## src/rtl/inst_fetcher_pkg.sv

```systemverilog
// Shared types and constants for the instruction fetch stage.
package inst_fetcher_pkg;

  // Machine word width; PCs and instruction slots are this wide.
  localparam int XLEN = 32;

  // Default log2 of the I-cache entry count (64 entries of one instruction each).
  localparam int ICACHE_IDX_W_DEF = 6;

  // PC the fetcher starts from after reset.
  localparam logic [XLEN-1:0] RESET_PC_DEF = 32'h0000_0000;

  // FETCH looks up the cache; WAIT parks until the matching refill shows up.
  typedef enum logic [0:0] {
    ST_FETCH = 1'b0,
    ST_WAIT  = 1'b1
  } fetch_state_e;

  // A compressed instruction is anything whose two low opcode bits are not 2'b11.
  function automatic logic is_rvc(input logic [XLEN-1:0] inst);
    return (inst[1:0] != 2'b11);
  endfunction

  // Sequential successor PC; wraps silently at the top of the address space.
  function automatic logic [XLEN-1:0] pc_step(input logic [XLEN-1:0] pc, input logic rvc);
    logic [XLEN-1:0] nxt;
    if (rvc) begin
      nxt = pc + 32'd2;
    end else begin
      nxt = pc + 32'd4;
    end
    return nxt;
  endfunction

endpackage

```

## src/rtl/inst_fetcher_if.sv

```systemverilog
// Bus bundle between the fetch stage, the ROB/decoder side and memory_controller.
interface inst_fetcher_if;
  import inst_fetcher_pkg::*;

  // global enable
  logic            rdy;
  // redirect from the ROB
  logic            flush;
  logic [XLEN-1:0] flush_pc;
  // decoder back-pressure
  logic            stall;
  // memory_controller refill side
  logic            mem_fet_busy;
  logic            mem_inst_ready;
  logic [XLEN-1:0] mem_inst;
  logic [XLEN-1:0] mem_inst_addr;
  // fetch request to memory_controller
  logic            fet_mem_enable;
  logic [XLEN-1:0] fet_pc;
  // issued instruction to the decoder
  logic            fet_inst_valid;
  logic [XLEN-1:0] fet_inst;
  logic [XLEN-1:0] fet_inst_pc;
  logic            fet_inst_is_c;

  // The fetch stage itself.
  modport master (
    input  rdy, flush, flush_pc, stall,
    input  mem_fet_busy, mem_inst_ready, mem_inst, mem_inst_addr,
    output fet_mem_enable, fet_pc,
    output fet_inst_valid, fet_inst, fet_inst_pc, fet_inst_is_c
  );

  // Everything around it: ROB, decoder and memory_controller.
  modport slave (
    output rdy, flush, flush_pc, stall,
    output mem_fet_busy, mem_inst_ready, mem_inst, mem_inst_addr,
    input  fet_mem_enable, fet_pc,
    input  fet_inst_valid, fet_inst, fet_inst_pc, fet_inst_is_c
  );

endinterface

```

## src/rtl/inst_fetcher_icache_dm.sv

```systemverilog
// Direct-mapped instruction cache: one instruction per entry, combinational
// read port, synchronous write port, valid bits cleared by reset.
module inst_fetcher_icache_dm
  import inst_fetcher_pkg::*;
#(
  parameter int IDX_W = inst_fetcher_pkg::ICACHE_IDX_W_DEF,
  parameter int TAG_W = inst_fetcher_pkg::XLEN - IDX_W - 1
) (
  input  logic             clk,
  input  logic             rst,
  input  logic [IDX_W-1:0] rd_idx,
  input  logic [TAG_W-1:0] rd_tag,
  output logic             rd_hit,
  output logic [XLEN-1:0]  rd_data,
  input  logic             wr_en,
  input  logic [IDX_W-1:0] wr_idx,
  input  logic [TAG_W-1:0] wr_tag,
  input  logic [XLEN-1:0]  wr_data
);

  localparam int ENTRIES = 1 << IDX_W;

  logic [ENTRIES-1:0] valid_r;
  logic [TAG_W-1:0]   tag_r  [ENTRIES];
  logic [XLEN-1:0]    data_r [ENTRIES];

  // Valid bits: wiped on reset, set by each refill write.
  always_ff @(posedge clk) begin
    if (rst) begin
      valid_r <= '0;
    end else if (wr_en) begin
      valid_r[wr_idx] <= 1'b1;
    end
  end

  // Tag and data arrays: plain storage, only meaningful where valid is set.
  always_ff @(posedge clk) begin
    if (wr_en) begin
      tag_r[wr_idx]  <= wr_tag;
      data_r[wr_idx] <= wr_data;
    end
  end

  // Lookup: hit when the indexed entry is valid and its tag matches.
  always_comb begin
    rd_hit  = valid_r[rd_idx] && (tag_r[rd_idx] == rd_tag);
    rd_data = data_r[rd_idx];
  end

endmodule

```

## src/rtl/inst_fetcher.sv

```systemverilog
// Instruction fetch stage: holds the PC, looks it up in the direct-mapped
// I-cache, requests misses from memory_controller and issues one instruction
// per cycle to the decoder. Prediction is purely sequential.
module inst_fetcher
  import inst_fetcher_pkg::*;
#(
  parameter int              ICACHE_IDX_W = inst_fetcher_pkg::ICACHE_IDX_W_DEF,
  parameter logic [XLEN-1:0] RESET_PC     = inst_fetcher_pkg::RESET_PC_DEF
) (
  input  logic          clk,
  input  logic          rst,
  inst_fetcher_if.master bus
);

  localparam int TAG_W = XLEN - ICACHE_IDX_W - 1;

  // architectural fetch state
  fetch_state_e    state_r;
  fetch_state_e    state_nxt_s;
  logic [XLEN-1:0] pc_r;
  logic [XLEN-1:0] pc_nxt_s;

  // registered outputs and their next values
  logic            mem_en_r;
  logic            mem_en_nxt_s;
  logic [XLEN-1:0] fet_pc_r;
  logic [XLEN-1:0] fet_pc_nxt_s;
  logic            inst_valid_r;
  logic            inst_valid_nxt_s;
  logic [XLEN-1:0] inst_r;
  logic [XLEN-1:0] inst_nxt_s;
  logic [XLEN-1:0] inst_pc_r;
  logic [XLEN-1:0] inst_pc_nxt_s;
  logic            inst_is_c_r;
  logic            inst_is_c_nxt_s;

  // cache interface
  logic              hit_s;
  logic [XLEN-1:0]   rd_data_s;
  logic              rvc_s;
  logic              refill_match_s;
  logic              cache_wr_s;
  logic [ICACHE_IDX_W-1:0] pc_idx_s;
  logic [TAG_W-1:0]  pc_tag_s;
  logic [ICACHE_IDX_W-1:0] refill_idx_s;
  logic [TAG_W-1:0]  refill_tag_s;

  assign pc_idx_s     = pc_r[ICACHE_IDX_W:1];
  assign pc_tag_s     = pc_r[XLEN-1:ICACHE_IDX_W+1];
  assign refill_idx_s = bus.mem_inst_addr[ICACHE_IDX_W:1];
  assign refill_tag_s = bus.mem_inst_addr[XLEN-1:ICACHE_IDX_W+1];
  assign rvc_s        = is_rvc(rd_data_s);

  // Refill acceptance: only while waiting, and only for the PC we are parked
  // on. Stale refills from a fetch that a flush abandoned fail the address
  // check. A refill landing in the same cycle as a flush is still written.
  always_comb begin
    refill_match_s = (state_r == ST_WAIT) && bus.mem_inst_ready &&
                     (bus.mem_inst_addr == pc_r);
    cache_wr_s     = bus.rdy && !rst && refill_match_s;
  end

  inst_fetcher_icache_dm #(
    .IDX_W (ICACHE_IDX_W),
    .TAG_W (TAG_W)
  ) u_icache (
    .clk     (clk),
    .rst     (rst),
    .rd_idx  (pc_idx_s),
    .rd_tag  (pc_tag_s),
    .rd_hit  (hit_s),
    .rd_data (rd_data_s),
    .wr_en   (cache_wr_s),
    .wr_idx  (refill_idx_s),
    .wr_tag  (refill_tag_s),
    .wr_data (bus.mem_inst)
  );

  // Next-state and next-output logic; flush outranks normal operation.
  always_comb begin
    state_nxt_s      = state_r;
    pc_nxt_s         = pc_r;
    mem_en_nxt_s     = 1'b0;
    fet_pc_nxt_s     = fet_pc_r;
    inst_valid_nxt_s = inst_valid_r;
    inst_nxt_s       = inst_r;
    inst_pc_nxt_s    = inst_pc_r;
    inst_is_c_nxt_s  = inst_is_c_r;

    if (bus.flush) begin
      pc_nxt_s         = bus.flush_pc;
      state_nxt_s      = ST_FETCH;
      inst_valid_nxt_s = 1'b0;
      mem_en_nxt_s     = 1'b0;
    end else begin
      case (state_r)
        ST_FETCH: begin
          if (hit_s) begin
            if (!bus.stall) begin
              inst_valid_nxt_s = 1'b1;
              inst_nxt_s       = rd_data_s;
              inst_pc_nxt_s    = pc_r;
              inst_is_c_nxt_s  = rvc_s;
              pc_nxt_s         = pc_step(pc_r, rvc_s);
            end else begin
              // decoder is full: the issued instruction and the PC stay put
              inst_valid_nxt_s = inst_valid_r;
            end
          end else begin
            if (!bus.stall) begin
              inst_valid_nxt_s = 1'b0;
            end else begin
              inst_valid_nxt_s = inst_valid_r;
            end
            if (!bus.mem_fet_busy) begin
              mem_en_nxt_s = 1'b1;
              fet_pc_nxt_s = pc_r;
              state_nxt_s  = ST_WAIT;
            end else begin
              // controller occupied: retry the lookup next cycle
              mem_en_nxt_s = 1'b0;
            end
          end
        end
        ST_WAIT: begin
          if (!bus.stall) begin
            inst_valid_nxt_s = 1'b0;
          end else begin
            inst_valid_nxt_s = inst_valid_r;
          end
          if (refill_match_s) begin
            state_nxt_s = ST_FETCH;
          end else begin
            state_nxt_s = ST_WAIT;
          end
        end
        default: begin
          state_nxt_s = ST_FETCH;
        end
      endcase
    end
  end

  // State and output registers; everything holds while rdy is low.
  always_ff @(posedge clk) begin
    if (rst) begin
      state_r      <= ST_FETCH;
      pc_r         <= RESET_PC;
      mem_en_r     <= 1'b0;
      fet_pc_r     <= '0;
      inst_valid_r <= 1'b0;
      inst_r       <= '0;
      inst_pc_r    <= '0;
      inst_is_c_r  <= 1'b0;
    end else if (bus.rdy) begin
      state_r      <= state_nxt_s;
      pc_r         <= pc_nxt_s;
      mem_en_r     <= mem_en_nxt_s;
      fet_pc_r     <= fet_pc_nxt_s;
      inst_valid_r <= inst_valid_nxt_s;
      inst_r       <= inst_nxt_s;
      inst_pc_r    <= inst_pc_nxt_s;
      inst_is_c_r  <= inst_is_c_nxt_s;
    end
  end

  assign bus.fet_mem_enable = mem_en_r;
  assign bus.fet_pc         = fet_pc_r;
  assign bus.fet_inst_valid = inst_valid_r;
  assign bus.fet_inst       = inst_r;
  assign bus.fet_inst_pc    = inst_pc_r;
  assign bus.fet_inst_is_c  = inst_is_c_r;

endmodule

```

## src/flat_wrapper.sv

```systemverilog
// flat-port wrapper written by rule: the top's interface ports become plain ports
module inst_fetcher_flat import inst_fetcher_pkg::*;
#(
  parameter int              ICACHE_IDX_W = inst_fetcher_pkg::ICACHE_IDX_W_DEF,
  parameter logic [XLEN-1:0] RESET_PC     = inst_fetcher_pkg::RESET_PC_DEF
)
  (clk, rst, bus_rdy, bus_flush, bus_flush_pc, bus_stall, bus_mem_fet_busy, bus_mem_inst_ready, bus_mem_inst, bus_mem_inst_addr, bus_fet_mem_enable, bus_fet_pc, bus_fet_inst_valid, bus_fet_inst, bus_fet_inst_pc, bus_fet_inst_is_c);
  inst_fetcher_if bus_i ();
  input  logic clk;
  input  logic rst;
  input wire logic [$bits(bus_i.rdy)-1:0] bus_rdy;
  input wire logic [$bits(bus_i.flush)-1:0] bus_flush;
  input wire logic [$bits(bus_i.flush_pc)-1:0] bus_flush_pc;
  input wire logic [$bits(bus_i.stall)-1:0] bus_stall;
  input wire logic [$bits(bus_i.mem_fet_busy)-1:0] bus_mem_fet_busy;
  input wire logic [$bits(bus_i.mem_inst_ready)-1:0] bus_mem_inst_ready;
  input wire logic [$bits(bus_i.mem_inst)-1:0] bus_mem_inst;
  input wire logic [$bits(bus_i.mem_inst_addr)-1:0] bus_mem_inst_addr;
  output wire logic [$bits(bus_i.fet_mem_enable)-1:0] bus_fet_mem_enable;
  output wire logic [$bits(bus_i.fet_pc)-1:0] bus_fet_pc;
  output wire logic [$bits(bus_i.fet_inst_valid)-1:0] bus_fet_inst_valid;
  output wire logic [$bits(bus_i.fet_inst)-1:0] bus_fet_inst;
  output wire logic [$bits(bus_i.fet_inst_pc)-1:0] bus_fet_inst_pc;
  output wire logic [$bits(bus_i.fet_inst_is_c)-1:0] bus_fet_inst_is_c;
  assign bus_i.rdy = bus_rdy;
  assign bus_i.flush = bus_flush;
  assign bus_i.flush_pc = bus_flush_pc;
  assign bus_i.stall = bus_stall;
  assign bus_i.mem_fet_busy = bus_mem_fet_busy;
  assign bus_i.mem_inst_ready = bus_mem_inst_ready;
  assign bus_i.mem_inst = bus_mem_inst;
  assign bus_i.mem_inst_addr = bus_mem_inst_addr;
  assign bus_fet_mem_enable = bus_i.fet_mem_enable;
  assign bus_fet_pc = bus_i.fet_pc;
  assign bus_fet_inst_valid = bus_i.fet_inst_valid;
  assign bus_fet_inst = bus_i.fet_inst;
  assign bus_fet_inst_pc = bus_i.fet_inst_pc;
  assign bus_fet_inst_is_c = bus_i.fet_inst_is_c;
  inst_fetcher #(.ICACHE_IDX_W(ICACHE_IDX_W), .RESET_PC(RESET_PC)) u_core (.clk(clk), .rst(rst), .bus(bus_i));
endmodule
```

## config.mk

```make
export PLATFORM = sky130hd
export DESIGN_NAME = inst_fetcher_flat
export DESIGN_NICKNAME = d
export VERILOG_FILES = /design/src/rtl/inst_fetcher_pkg.sv /design/src/rtl/inst_fetcher_if.sv /design/src/rtl/inst_fetcher_icache_dm.sv /design/src/rtl/inst_fetcher.sv /design/src/flat_wrapper.sv
export SDC_FILE = /design/constraint.sdc
export NUM_CORES = 2
export LEC_CHECK = 0
export BUFFER_PORTS_ARGS = -buffer_cell sky130_fd_sc_hd__buf_2
export CORE_ASPECT_RATIO = 1.25
export CORE_MARGIN = 4
export CORE_UTILIZATION = 60
export DETAILED_ROUTE_END_ITERATION = 7
export HOLD_SLACK_MARGIN = 0.12
export PLACE_DENSITY_LB_ADDON = 0.1
export SLEW_MARGIN = 25
export SYNTH_ARGS = -nofsm -noshare
export SYNTH_HDL_FRONTEND = slang
export SYNTH_SLANG_ARGS = --single-unit
```

## constraint.sdc

```tcl
create_clock -name clk -period 6.95 [get_ports clk]
set_input_delay 1.39 -clock clk [delete_from_list [all_inputs] [get_ports clk]]
set_output_delay 1.39 -clock clk [all_outputs]
set_load 0.005 [all_outputs]
```

# [Word-level counts from Yosys, hierarchy flattened]
# Memory sizes are Yosys's and may differ from the RTL's. A register that Yosys moved wholly into a read port is not among the register bits.
# Index checks and enable logic that the tools add are counted.
[word_totals] reg_bits=196 ramBits=3648 in_bits=103 output_inout_bits=99 mem_count=2
[memory_table] name="u_core.u_icache.data_r" words=64 width=32 rd=1 rd_clocked_by_memory_dff=1 wr=1 line="inst_fetcher_icache_dm.sv:25" source="logic [XLEN-1:0] data_r [ENTRIES];"
[memory_table] name="u_core.u_icache.tag_r" words=64 width=25 rd=1 rd_clocked_by_memory_dff=1 wr=1 line="inst_fetcher_icache_dm.sv:24" source="logic [TAG_W-1:0] tag_r [ENTRIES];"
[classes] add_sub_neg=2 magnitude_cmp=3 n_eq_ne=6 muxes=27 bitwise=6 reduce_logical=12
[op_table] cell="$mux W32" count=5
[op_table] cell="$or A64 B64 Y64" count=1
[op_table] cell="$add A32 B2 Y32 const B" count=1
[op_table] cell="$add A32 B3 Y32 const B" count=1
[op_table] cell="$eq A32 B32 Y1" count=1
[op_table] cell="$eq A25 B25 Y1" count=1
[op_table] cell="$mux W6" count=4
[op_table] cell="$lt A6 B7 Y1 const B" count=2
[op_table] cell="$mux W1" count=14
[op_table] cell="$reduce_and A5 Y1" count=2
[op_table] cell="$bmux W1 S6" count=1
[op_table] cell="$demux W1 S6" count=1
[op_table] cell="$ge A6 B1 Y1 const B" count=1
[op_table] cell="$logic_and A1 B1 Y1" count=6
[op_table] cell="$ne A2 B2 Y1 const B" count=3
[op_table] cell="$not A1 Y1" count=5
[op_table] cell="$ne A4 B4 Y1 const B" count=1
[op_table] cell="$pmux W1 S2" count=2
[op_table] cell="$reduce_and A4 Y1" count=1
[op_table] cell="$reduce_and A2 Y1" count=1
[op_table] cell="$reduce_bool A2 Y1" count=1
[op_table] cell="$logic_not A1 Y1" count=1

# [Logic depth before layout (Yosys ltp)]
[depth] ltp_word=8 ltp_mapped=21 mapped_depth_nobuf=11

# [Cells and area by module]
# Synthesis repeated with hierarchy kept, for this count alone.
[hier_totals] cells_unflattened=6693 hier_area_um2=147308.8
[by_module_without_submodules] module="inst_fetcher_icache_dm" n_inst=1 cells_each=5903 area_per_inst_um2=141250.5
[by_module_without_submodules] module="inst_fetcher" n_inst=1 cells_each=790 area_per_inst_um2=6058.3

# [Worst setup path after synthesis]
# OpenSTA, ideal clock, no wires.
[synth_path] path_type="input port to flip-flop" from="input port bus_mem_inst_addr[4]" to="memory u_core.u_icache.data_r[31][0], enable pin" setup_time_ns=0.474 arrival_time_ns=5.330 t_required_ns=6.476 setup_slack_ns=1.147 path_stages=8 n_path_buf=1 cell_sequence="clkbuf_1 > xnor2_1 > nand4_1 > nor4_1 > nand3_1 > nor3b_1 > nand3_1 > nor2_1"
[synth_between] elab_chain_len=5
[synth_rtl] item="from (decl)" line="flat_wrapper.sv:18" source="input wire logic [$bits(bus_i.mem_inst_addr)-1:0] bus_mem_inst_addr;"
[synth_rtl] item="$eq A32 B32 Y1" line="inst_fetcher.sv:59" source="(bus.mem_inst_addr == pc_r);"
[synth_rtl] item="$logic_and A1 B1 Y1" line="inst_fetcher.sv:58" source="refill_match_s = (state_r == ST_WAIT) && bus.mem_inst_ready &&"
[synth_rtl] item="$logic_and A1 B1 Y1" line="inst_fetcher.sv:60" source="cache_wr_s = bus.rdy && !rst && refill_match_s;"
[synth_rtl] item="$mux W1" line="inst_fetcher_icache_dm.sv:38" source="if (wr_en) begin"
[synth_rtl] item="$mux W1 (implied by the code)" line="inst_fetcher_icache_dm.sv:40" source="data_r[wr_idx] <= wr_data;"
[synth_rtl] item="to (decl)" line="inst_fetcher_icache_dm.sv:25"
# Several ways; a longest one is shown, not always the timed one.

==> results.py <==
metrics = {
    "power": {
        "p_leak_uw": 0.0515,
        "comb_power_share_pct": 5.0,
        "sw_frac_of_total_pct": 21.1,
        "clock_power_share_pct": 41.3,
        "power.sequential.fraction_pct": 53.6,
        "internal-power_uw": 37400,
        "worst_ir_drop_vdd_uv": 244,
        "switchingPower_uw": 10000,
        "power.density_cell_area_mw_per_mm2": 284,
    },
    "yosys": {
        "synthCells": 6930,
        "synth_area_per_cell_um2": 21.5,
        "synth_nets": 7035,
        "synthDominantAreaCellType": "sky130_fd_sc_hd__edfxtp_1",
        "synth_edf_count": 3648,
        "async_flop_share_pct": 0,
        "combined_area_of_all_synthesized_cells_mm2": 0.149,
        "dominantRegCellSynth": "sky130_fd_sc_hd__edfxtp_1",
        "yosysWarnings": 0,
        "synthAdderAreaFrac_pct": 0.0168,
        "synth_compound_area_share_pct": 2.28,
        "synth_top_family_by_area": "multiplexers",
        "synth.area.top_cells": "sky130_fd_sc_hd__edfxtp_1 (74%), sky130_fd_sc_hd__mux4_2 (14%), sky130_fd_sc_hd__mux2i_1 (3.1%), sky130_fd_sc_hd__dfxtp_1 (2.7%), sky130_fd_sc_hd__a22oi_1 (0.73%)",
        "ys_types": 89,
        "post_synth_xor_area_fraction_pct": 0.300,
        "synth_simple_gate_area_share_pct": 2.39,
        "yosys_register_bits": 3850,
        "sequential_to_total_area_share_from_yosys_stat_pct": 76.4,
        "synth.area.mux_share_pct": 17.1,
        "synth_top_cell_area_share_pct": 73.7,
    },
    "placed_design": {
        "gpl.final_weighted_congestion": 0.911,
        "port_buf_inserts": 201,
        "hpwl_mm": 244,
        "place_area_mm2": 0.155,
    },
    "floorplan": {
        "placeableCoreArea_mm2": 0.247,
        "initial_utilization_pct": 60.2,
        "dieArea_mm2": 0.256,
        "floorplan.io_pins": 202,
        "height_of_the_die_um": 565,
        "floorplan.die.width_um": 453,
        "core.rowCount": 204,
    },
    "cells_and_area": {
        "drive_gt1_share_pct": 26.7,
        "final_common_cell": "sky130_fd_sc_hd__edfxtp_1",
        "postLayoutCellArea_mm2": 0.167,
        "combined_area_of_the_multi_input_logic_cells_mm2": 0.0335,
        "nFillCells": 15500,
        "finish.net_count": 7478,
        "synthesis_to_layout_area_growth_pct": 12.4,
        "seqCellArea_mm2": 0.114,
        "layout.cells.most_common_list": "sky130_fd_sc_hd__edfxtp_1 (3648), sky130_fd_sc_hd__mux4_2 (920), sky130_fd_sc_hd__mux2i_1 (455)",
    },
    "setup_path": {
        "start_kind": "flop",
        "setup.worst_path.end_class": "flop",
        "path_max_fanout": 100,
        "setup.reg_to_reg.worst_slack_ps": 800,
        "timing.critical_path.required_ps": 7680,
        "worst_ep_arrival_time_ps": 6880,
        "critical_path_class": "flop to flop",
    },
    "routing": {
        "wl_mm": 445,
        "via_count": 78100,
        "dr_vias_cell": 7.11,
        "detailedRoute.firstIterationViolations": 12800,
        "wire_per_inst_um": 40.5,
        "detailedRoute.firstPassIterationCount": 6,
        "antenna_left": 0,
        "drc": 0,
    },
    "timing": {
        "finalHoldViolCount": 0,
        "grt_setup_unrepaired": "no",
        "slew_headroom_pct": 19.3,
        "max_freq_mhz": 163,
        "hold_ws_ps": 458,
        "transition_time_of_the_tightest_slew_check_pin_ps": 1210,
        "skew_ps": 36.3,
        "drv_slew": 0,
        "setup_violations_final": 0,
        "final_clock_period_utilization_by_the_worst_path_pct": 88.5,
        "period_needed_ps": 6150,
        "timing.setup.tns_ps": 0,
    },
    "clocking": {
        "tritoncts": "yes",
        "clk_path_buf_depth": 4,
        "post-cts-setup-buffers": 0,
        "clk_root_buffer_cell": "sky130_fd_sc_hd__clkbuf_16",
        "post_cts_resized": 0,
        "cts_num_sinks": 3850,
        "cts.clk_slew.worst_paths_ps": 70,
        "cts_made_buffers": 361,
        "cts-hold-fix-buffers": 0,
        "clkLatencyLatePin_ps": 880,
        "htree_num_levels": 5,
    },
    "global_route": {
        "wire_length_of_the_first_global_routing_pass_mm": 614,
        "largest_net_degree_at_the_start_of_global_routing": 154,
        "grt_pass1_vias": 76100,
        "grt-ovfl-total": 0,
        "grt_antenna_before_repair": 19,
        "track_usage_pct": 34.9,
    },
    "status": {
        "status": "completed",
    },
    "hold_path": {
        "hp-class": "flop to flop",
    },
    "run": {
        "cap_viol_max_count": 0,
    },
}
==> cell families (layout without fill, tap and decap cells) <==
family                     after synthesis  after routing
AOI/OAI and AO/OA                      468            468
xor gates and xnor gates                51             51
adders and majority gates                2              2
buffers and inverters                  422           1159
DFF                                   3850           3850
muxes                                 1394           1394
other                                    0             13
and+or+nand+nor                        743            743
==> registers in the layout, summed over array words and instances (netlist names), named ones only <==
register                   flops
u_core.bus.fet_inst_pc        32
u_core.bus.fet_inst           32
u_core.u_icache.valid_r       64
u_core.pc_r                   32
u_core.bus.fet_pc             32
u_core.u_icache.data_r      2048
u_core.state_r                 1
u_core.bus.fet_inst_is_c       1
u_core.u_icache.tag_r       1600
u_core.bus.fet_inst_valid      1
u_core.bus.fet_mem_enable      1
==> cell usage after synthesis, drive strengths merged (20+ instances only) <==
| cell | n |
|---|---|
| mux2i | 455 |
| nand4 | 33 |
| and3 | 26 |
| buf | 211 |
| a22oi | 144 |
| clkbuf | 194 |
| nor2 | 261 |
| nand3 | 79 |
| a211oi | 22 |
| mux4 | 920 |
| a21oi | 45 |
| dfxtp | 202 |
| o21a | 36 |
| edfxtp | 3648 |
| xnor2 | 39 |
| o21ai | 39 |
| nor2b | 20 |
| nand2 | 180 |
| nor3 | 38 |
| o22ai | 45 |
==> final timing paths <==
path | startpoint | end | cells after the start
max | flop | u_core.pc_r[31] | 13
min | u_core.bus.fet_pc[31] | u_core.bus.fet_pc[31] | 2
max reg2reg | flop | u_core.pc_r[31] | 13
min reg2reg | u_core.bus.fet_pc[31] | u_core.bus.fet_pc[31] | 2
==> metal layers <==
layer | GRT usage (%) | part of all wire, % | up-vias
met5 | 0 | 0.0029 | -
met1 | 47.9 | 35 | 41400
li1 | - | - | 29900
met2 | 55.2 | 48 | 5718
met3 | 6.62 | 11 | 1059
met4 | 16.7 | 5.8 | 2
==> worst max-delay path, cell delays in order (launching register included) <==
cell and delay [ps]:
sky130_fd_sc_hd__dfxtp_4 930, sky130_fd_sc_hd__buf_4 660, sky130_fd_sc_hd__buf_12 460, sky130_fd_sc_hd__mux4_2 400, sky130_fd_sc_hd__mux2i_1 250, sky130_fd_sc_hd__nor2_1 70, sky130_fd_sc_hd__a2111oi_1 930, sky130_fd_sc_hd__buf_4 310
sky130_fd_sc_hd__nor2_1 230, sky130_fd_sc_hd__mux2_1 280, sky130_fd_sc_hd__or3b_1 360, sky130_fd_sc_hd__nor4_1 280, sky130_fd_sc_hd__mux2i_1 240, sky130_fd_sc_hd__a21oi_1 80
==> area by class of cell <==
type                    count  share of cell area, %
inverters                  17                 0.0449
clock inverters           207                   1.13
repair buffers            485                   2.49
well taps                3296                   2.47
diodes                     13                 0.0195
clock buffers             450                   5.81
multi-input cells        2658                   20.0
flip-flops and latches   3850                   68.0
==> power by group through the flow <==
stage	clock [µW]	combinational, µW	sequential (µW)
after floorplan	0	1420	25900
after global routing	20800	2500	25400
final	19600	2390	25400
after CTS	19800	2380	25400
after global placement	0	2340	25900
after detailed placement	0	2370	25900
==> per-stage QoR <==
step / cells / power [µW] / setup WS, ps / util, %
2_1_floorplan: 6930 / 27300 / 1150 / -
3_3_place_gp: 10300 / 28300 / 931 / 62.9
3_5_place_dp: 10300 / 28300 / 1100 / 62.9
4_1_cts: 11000 / 47600 / 1060 / 67.6
5_1_grt: 11000 / 48700 / 741 / 67.7
6_report: 11000 / 47500 / 798 / 67.7
(Power assumes the default switching activity.)
